### config.mk
export PLATFORM = sky130hd
export DESIGN_NAME = i2s_transceiver
export DESIGN_NICKNAME = d
export VERILOG_FILES = /design/src/rtl/audio_pkg.sv /design/src/rtl/i2s_bclk_gen.sv /design/src/rtl/i2s_transceiver.sv
export SDC_FILE = /design/constraint.sdc
export NUM_CORES = 1
export LEC_CHECK = 0
export BUFFER_PORTS_ARGS = -buffer_cell sky130_fd_sc_hd__buf_2
export CAP_MARGIN = 20
export CORE_MARGIN = 2
export CORE_UTILIZATION = 27
export DETAILED_ROUTE_END_ITERATION = 16
export PLACE_DENSITY_LB_ADDON = 0.3
export SYNTH_ARGS = -nofsm -noshare
export SYNTH_HDL_FRONTEND = slang
export SYNTH_SLANG_ARGS = --single-unit
### constraint.sdc
create_clock -name i_clock -period 3.8 [get_ports i_clock]
set_input_delay 0.76 -clock i_clock [delete_from_list [all_inputs] [get_ports i_clock]]
set_output_delay 0.76 -clock i_clock [all_outputs]
set_load 0.01 [all_outputs]
### src/rtl/audio_pkg.sv
// Shared audio constants and the stereo sample bundle.
package audio_pkg;

  localparam int DATA_WIDTH_DEF = 24;
  localparam int SLOT_WIDTH_DEF = 32;
  localparam int BCLK_DIV_DEF   = 32;

  // Samples are stored left-justified in a 32-bit container.
  localparam int SAMPLE_MAX = 32;

  typedef struct packed {
    logic [SAMPLE_MAX-1:0] left;
    logic [SAMPLE_MAX-1:0] right;
  } stereo_sample_t;

endpackage

### src/rtl/i2s_bclk_gen.sv
// Bit clock divider: rise/fall event strobes and registered BCLK.
module i2s_bclk_gen #(
  parameter int BCLK_DIV = 32
) (
  input  logic clk,
  input  logic rst_n,
  output logic rise,
  output logic fall,
  output logic bclk
);

  localparam int CW = $clog2(BCLK_DIV);
  localparam logic [CW-1:0] RISE_AT = CW'(BCLK_DIV/2 - 1);
  localparam logic [CW-1:0] FALL_AT = CW'(BCLK_DIV - 1);

  logic [CW-1:0] div_cnt;

  assign rise = (div_cnt == RISE_AT);
  assign fall = (div_cnt == FALL_AT);

  always_ff @(posedge clk or negedge rst_n) begin
    if (!rst_n) begin
      div_cnt <= '0;
      bclk    <= 1'b0;
    end else begin
      div_cnt <= fall ? '0 : div_cnt + CW'(1);
      if (rise)
        bclk <= 1'b1;
      else if (fall)
        bclk <= 1'b0;
    end
  end

endmodule

### src/rtl/i2s_transceiver.sv
// Full-duplex I2S master with valid/ready tx and strobed rx ports.
// Define I2S_LOOPBACK_EN to feed the receiver from o_sdata.
module i2s_transceiver
  import audio_pkg::*;
#(
  parameter int DATA_WIDTH = DATA_WIDTH_DEF,
  parameter int SLOT_WIDTH = SLOT_WIDTH_DEF,
  parameter int BCLK_DIV   = BCLK_DIV_DEF
) (
  input  logic                  i_clock,
  input  logic                  i_reset_n,
  output logic                  o_bclk,
  output logic                  o_lrclk,
  output logic                  o_sdata,
  input  logic                  i_sdata,
  input  logic [DATA_WIDTH-1:0] i_tx_left,
  input  logic [DATA_WIDTH-1:0] i_tx_right,
  input  logic                  i_tx_valid,
  output logic                  o_tx_ready,
  output logic                  o_tx_underrun,
  output logic [DATA_WIDTH-1:0] o_rx_left,
  output logic [DATA_WIDTH-1:0] o_rx_right,
  output logic                  o_rx_valid
);

  localparam int BW = $clog2(2*SLOT_WIDTH);
  localparam logic [BW-1:0] B_LAST  = BW'(2*SLOT_WIDTH - 1);
  localparam logic [BW-1:0] L_FIRST = BW'(1);
  localparam logic [BW-1:0] L_LAST  = BW'(DATA_WIDTH);
  localparam logic [BW-1:0] R_SLOT  = BW'(SLOT_WIDTH);
  localparam logic [BW-1:0] R_FIRST = BW'(SLOT_WIDTH + 1);
  localparam logic [BW-1:0] R_LAST  = BW'(SLOT_WIDTH + DATA_WIDTH);
  localparam int JUST = SAMPLE_MAX - DATA_WIDTH;

  logic                  rise;
  logic                  fall;
  logic                  load;
  logic                  rx_bit;
  logic [BW-1:0]         b;
  logic [BW-1:0]         b_next;
  logic                  nxt_left;
  logic                  nxt_right;
  logic                  cur_left;
  logic                  cur_right;
  stereo_sample_t        hold;
  logic [SAMPLE_MAX-1:0] tx_l;
  logic [SAMPLE_MAX-1:0] tx_r;
  logic [DATA_WIDTH-1:0] rx_l;
  logic [DATA_WIDTH-1:0] rx_r;

  i2s_bclk_gen #(
    .BCLK_DIV(BCLK_DIV)
  ) u_bclk (
    .clk  (i_clock),
    .rst_n(i_reset_n),
    .rise (rise),
    .fall (fall),
    .bclk (o_bclk)
  );

`ifdef I2S_LOOPBACK_EN
  logic unused_sdata;
  assign unused_sdata = i_sdata;
  assign rx_bit = o_sdata;
`else
  assign rx_bit = i_sdata;
`endif

  always_comb begin
    b_next = (b == B_LAST) ? '0 : b + BW'(1);
  end

  assign load      = fall && (b_next == '0);
  assign nxt_left  = (b_next >= L_FIRST) && (b_next <= L_LAST);
  assign nxt_right = (b_next >= R_FIRST) && (b_next <= R_LAST);
  assign cur_left  = (b >= L_FIRST) && (b <= L_LAST);
  assign cur_right = (b >= R_FIRST) && (b <= R_LAST);

  // Frame counter and transmit serialiser, all stepped on fall events.
  always_ff @(posedge i_clock or negedge i_reset_n) begin
    if (!i_reset_n) begin
      b             <= B_LAST;
      o_lrclk       <= 1'b1;
      o_sdata       <= 1'b0;
      tx_l          <= '0;
      tx_r          <= '0;
      o_tx_underrun <= 1'b0;
    end else begin
      o_tx_underrun <= 1'b0;
      if (fall) begin
        b       <= b_next;
        o_lrclk <= (b_next >= R_SLOT);
        o_sdata <= 1'b0;
        if (b_next == '0) begin
          if (!o_tx_ready) begin
            tx_l <= hold.left;
            tx_r <= hold.right;
          end else begin
            tx_l          <= '0;
            tx_r          <= '0;
            o_tx_underrun <= 1'b1;
          end
        end else if (nxt_left) begin
          o_sdata <= tx_l[SAMPLE_MAX-1];
          tx_l    <= tx_l << 1;
        end else if (nxt_right) begin
          o_sdata <= tx_r[SAMPLE_MAX-1];
          tx_r    <= tx_r << 1;
        end
      end
    end
  end

  // Holding register: o_tx_ready low means a pair is waiting.
  always_ff @(posedge i_clock or negedge i_reset_n) begin
    if (!i_reset_n) begin
      hold       <= '0;
      o_tx_ready <= 1'b1;
    end else if (load && !o_tx_ready) begin
      o_tx_ready <= 1'b1;
    end else if (i_tx_valid && o_tx_ready) begin
      hold.left  <= SAMPLE_MAX'(i_tx_left) << JUST;
      hold.right <= SAMPLE_MAX'(i_tx_right) << JUST;
      o_tx_ready <= 1'b0;
    end
  end

  always_ff @(posedge i_clock or negedge i_reset_n) begin
    if (!i_reset_n) begin
      rx_l       <= '0;
      rx_r       <= '0;
      o_rx_left  <= '0;
      o_rx_right <= '0;
      o_rx_valid <= 1'b0;
    end else begin
      o_rx_valid <= 1'b0;
      if (rise) begin
        if (cur_left)
          rx_l <= {rx_l[DATA_WIDTH-2:0], rx_bit};
        if (cur_right)
          rx_r <= {rx_r[DATA_WIDTH-2:0], rx_bit};
        // Right LSB completes the pair; publish it straight away.
        if (b == R_LAST) begin
          o_rx_left  <= rx_l;
          o_rx_right <= {rx_r[DATA_WIDTH-2:0], rx_bit};
          o_rx_valid <= 1'b1;
        end
      end
    end
  end

endmodule

==> flow_summary_export.csv <==
group,metric,value,unit
power_and_ir_drop,cellLeakagePower,5.393,nW
cts,h-tree-depth,1,
logic_synthesis,synth_top_area_cell,"dfrtp_1",
logic_synthesis,synth_top_area_share,0.5666,
route,ant_nets,0,
route,drt_iter0_drc,152,
floorplanning,die_area,0.03418,sq mm
layout,finish.utilization,0.3304,
sta,finClkSkew,9.858,ps
floorplanning,io_pins,106,
logic_synthesis,ys_top_cells_by_area,"dfrtp_1 (57%), mux2_2 (22%), mux2_4 (3.4%), a221o_1 (2.5%), dfstp_2 (2.4%)",
layout,final_cell_mix,"dfrtp_1 (200), mux2_2 (169), buf_2 (104)",
setup_path,reg2regPathDepth,7,
grt,grt_overflow,0,
placement,io_buffers,105,
cts,cts_post_setup_buffers_inserted,0,
layout,final_common_cell,"dfrtp_1",
setup_path,worstSetupEndpointType,"register",
logic_synthesis,synth_fp_nets,660,
sta,slew_violations,0,
grt,grt_pass1_vias,5120,
worst_hold_path,min_path_type,"in2async",
power_and_ir_drop,finalPower,0.004929,W
setup_path,path_cells,"ha_1, nand2_1, nor3_1, o21ai_1, o311a_1, o21ai_2, a221o_1",
sta,slew_headroom,0.3122,
placement,place_ws,776.5,ps
layout,stdcell_count,1167,
logic_synthesis,netlist_instances,600,
setup_path,path_max_fanout,24,
cts,clkTransAtPathRegs,60,ps
route,routedWlPerCell,14.50,um
sta,hold_viol,0,
cts,cts_inserted_buffers,25,
logic_synthesis,ys_ff_latch,208,
sta,rsz0062_at_grt,"false",
power_and_ir_drop,ir_worst_vdd,0.0002550,V
route,via_per_inst,4.316,
run,cap_violations,0,
placement,dp_hpwl,10500,um
cts,cts_tree,"yes",
logic_synthesis,yosysSeqAreaShare,0.5904,
setup_path,r2r_end,"tx_r[23]",
layout,drive_above_1_share,0.5048,
floorplanning,die_x,184.9,um
setup_path,r2r-start,"b[0]",
power_and_ir_drop,powerDensity,460.8,mW/mm^2
placement,gp_congestion,0.7678,
logic_synthesis,ys_async_sr_fraction,1.000,
setup_path,crit_path_top_delay_cell,"o21ai_2",
layout,fin_nets,766,
sta,fin_tns_setup,0,ps
floorplanning,rows,66,
logic_synthesis,yosysWarnings,0,
grt,antenna_found_initial,1,
floorplanning,fp.dieH,184.9,um
route,post-route-drc-count,0,
sta,timing.final.crit_share,0.7893,
outcome,run_status,"finished clean",
setup_path,cp_data_required_time,4250,ps
logic_synthesis,synthFlopType,"dfrtp_1",
logic_synthesis,yosysUniqueCellTypes,54,
setup_path,critical_path_arrival,3450,ps
cts,cts_max_path_buffers,3,
layout,area_delta_synth_final,21.09,%
cts,ctsHoldBuffers,0,
sta,setup_slack,800.5,ps
logic_synthesis,syn_avg_cell_area,14.72,sq um
grt,grt_use_total,0.1006,
layout,num_antenna_cells,0,
sta,finalCriticalPeriod,3000,ps
placement,placed_cells,1121,
floorplanning,start_util,0.2729,
setup_path,worstSetupStartpointType,"register",
setup_path,r2r_setup_slack,800,ps
cts,cts-root-buf,"clkbuf_16",
route,wirelength,16930,um
sta,setup-violations-final,0,
logic_synthesis,synth_edf_count,0,
logic_synthesis,syn-cell-area,0.008833,sq mm
cts,cts_resized,0,
grt,grt_pass1_wl,28060,um
cts,clk-insertion-delay-late,510,ps
sta,max_freq,0.3334,GHz
floorplanning,core,0.03237,sq mm
sta,tightest_slew,1032,ps
cts,clock-sinks,208,
setup_path,path_class,"reg2reg",
route,via_count,5037,
grt,grt_max_degree,89,
setup_path,critical-path-max-stage-delay,790,ps
route,first_pass_iters,4,
## how the worst max path moves through the flow
stage / from / to / slack, ps / cells after the start
3_3_place_gp: b[0] / tx_r[17] / 850 / 7
4_1_cts: b[0] / tx_r[23] / 760 / 7
5_1_grt: b[0] / tx_r[28] / 470 / 7
2_1_floorplan: b[0] / tx_l[15] / 1170 / 8
3_5_place_dp: b[0] / tx_r[14] / 780 / 7
6_report: b[0] / tx_r[23] / 800 / 7
## cell usage after synthesis (4+ instances only)
library cell,instances
mux2_4,20
buf_2,15
ha_1,8
inv_1,8
nor2_1,6
nand2_1,8
dfrtp_1,200
a221o_1,22
nor3_1,5
clkbuf_1,15
nand3_1,4
and3_1,25
dfstp_2,8
mux2_2,169
xnor2_1,4
nor2b_1,26
## worst max-delay path, delay by kind of cell (launching register included)
kind / cells / cell delay [ps]
compound gates: 4 / 1420
fa+ha+maj: 1 / 330
flops: 1 / 620
simple gates: 2 / 550
## report_power, final
| group | internal [W] | total [W] | switching (W) |
|---|---|---|---|
| clock network | 0.00160 | 0.00251 | 0.000915 |
| registers | 0.00226 | 0.00228 | 0.0000232 |
| logic | 0.0000644 | 0.000131 | 0.0000670 |
## metal layers
metal | wire length [um] | track usage | part of all wire | vias up
li1 | - | - | - | 2380
met1 | 8070 | 0.1396 | 0.48 | 2542
met2 | 7705 | 0.1561 | 0.46 | 89
met3 | 823 | 0.02222 | 0.049 | 24
met4 | 319 | 0.03238 | 0.019 | 2
met5 | 7 | 0 | 0.00041 | -
## per-stage QoR
step	instance area [sq um]	hold WS [ps]
after floorplan	8833	432.9
after global placement	9817	452.9
after detailed placement	9817	462.8
after CTS	10700	95.93
after global routing	10700	105.6
final	10700	109.2
## state kept, by name (all words and copies together), names as in the netlist
register        cells
o_lrclk             1
tx_r               24
b                   6
tx_l               24
rx_l               24
o_tx_underrun       1
o_rx_valid          1
o_sdata             1
o_tx_ready          1
o_rx_left          24
rx_r               23
u_bclk.div_cnt      5
u_bclk.bclk         1
hold               48
o_rx_right         24
## layout make-up
class                      instances  area (sq um)
timing repair buffer             117         638.1
clock buffer                      37         730.7
inverter                           8         30.03
multi-input combinational        346          3381
sequential                       208          5215
clock inverter                     9         148.9
tap                              442         553.0
fill                            3259         21670
## logic make-up after synthesis
logic type / after synthesis / synth area share
flip-flops: 208 / 0.5904
adder cells (fa/ha/maj): 8 / 0.01133
multiplexers: 191 / 0.2517
buffers and inverters: 46 / 0.02875
AND/OR/NAND/NOR: 90 / 0.06062
XOR/XNOR: 6 / 0.005949
AO/OA/AOI/OAI: 51 / 0.05127
Power figures use the tool's default switching activity.
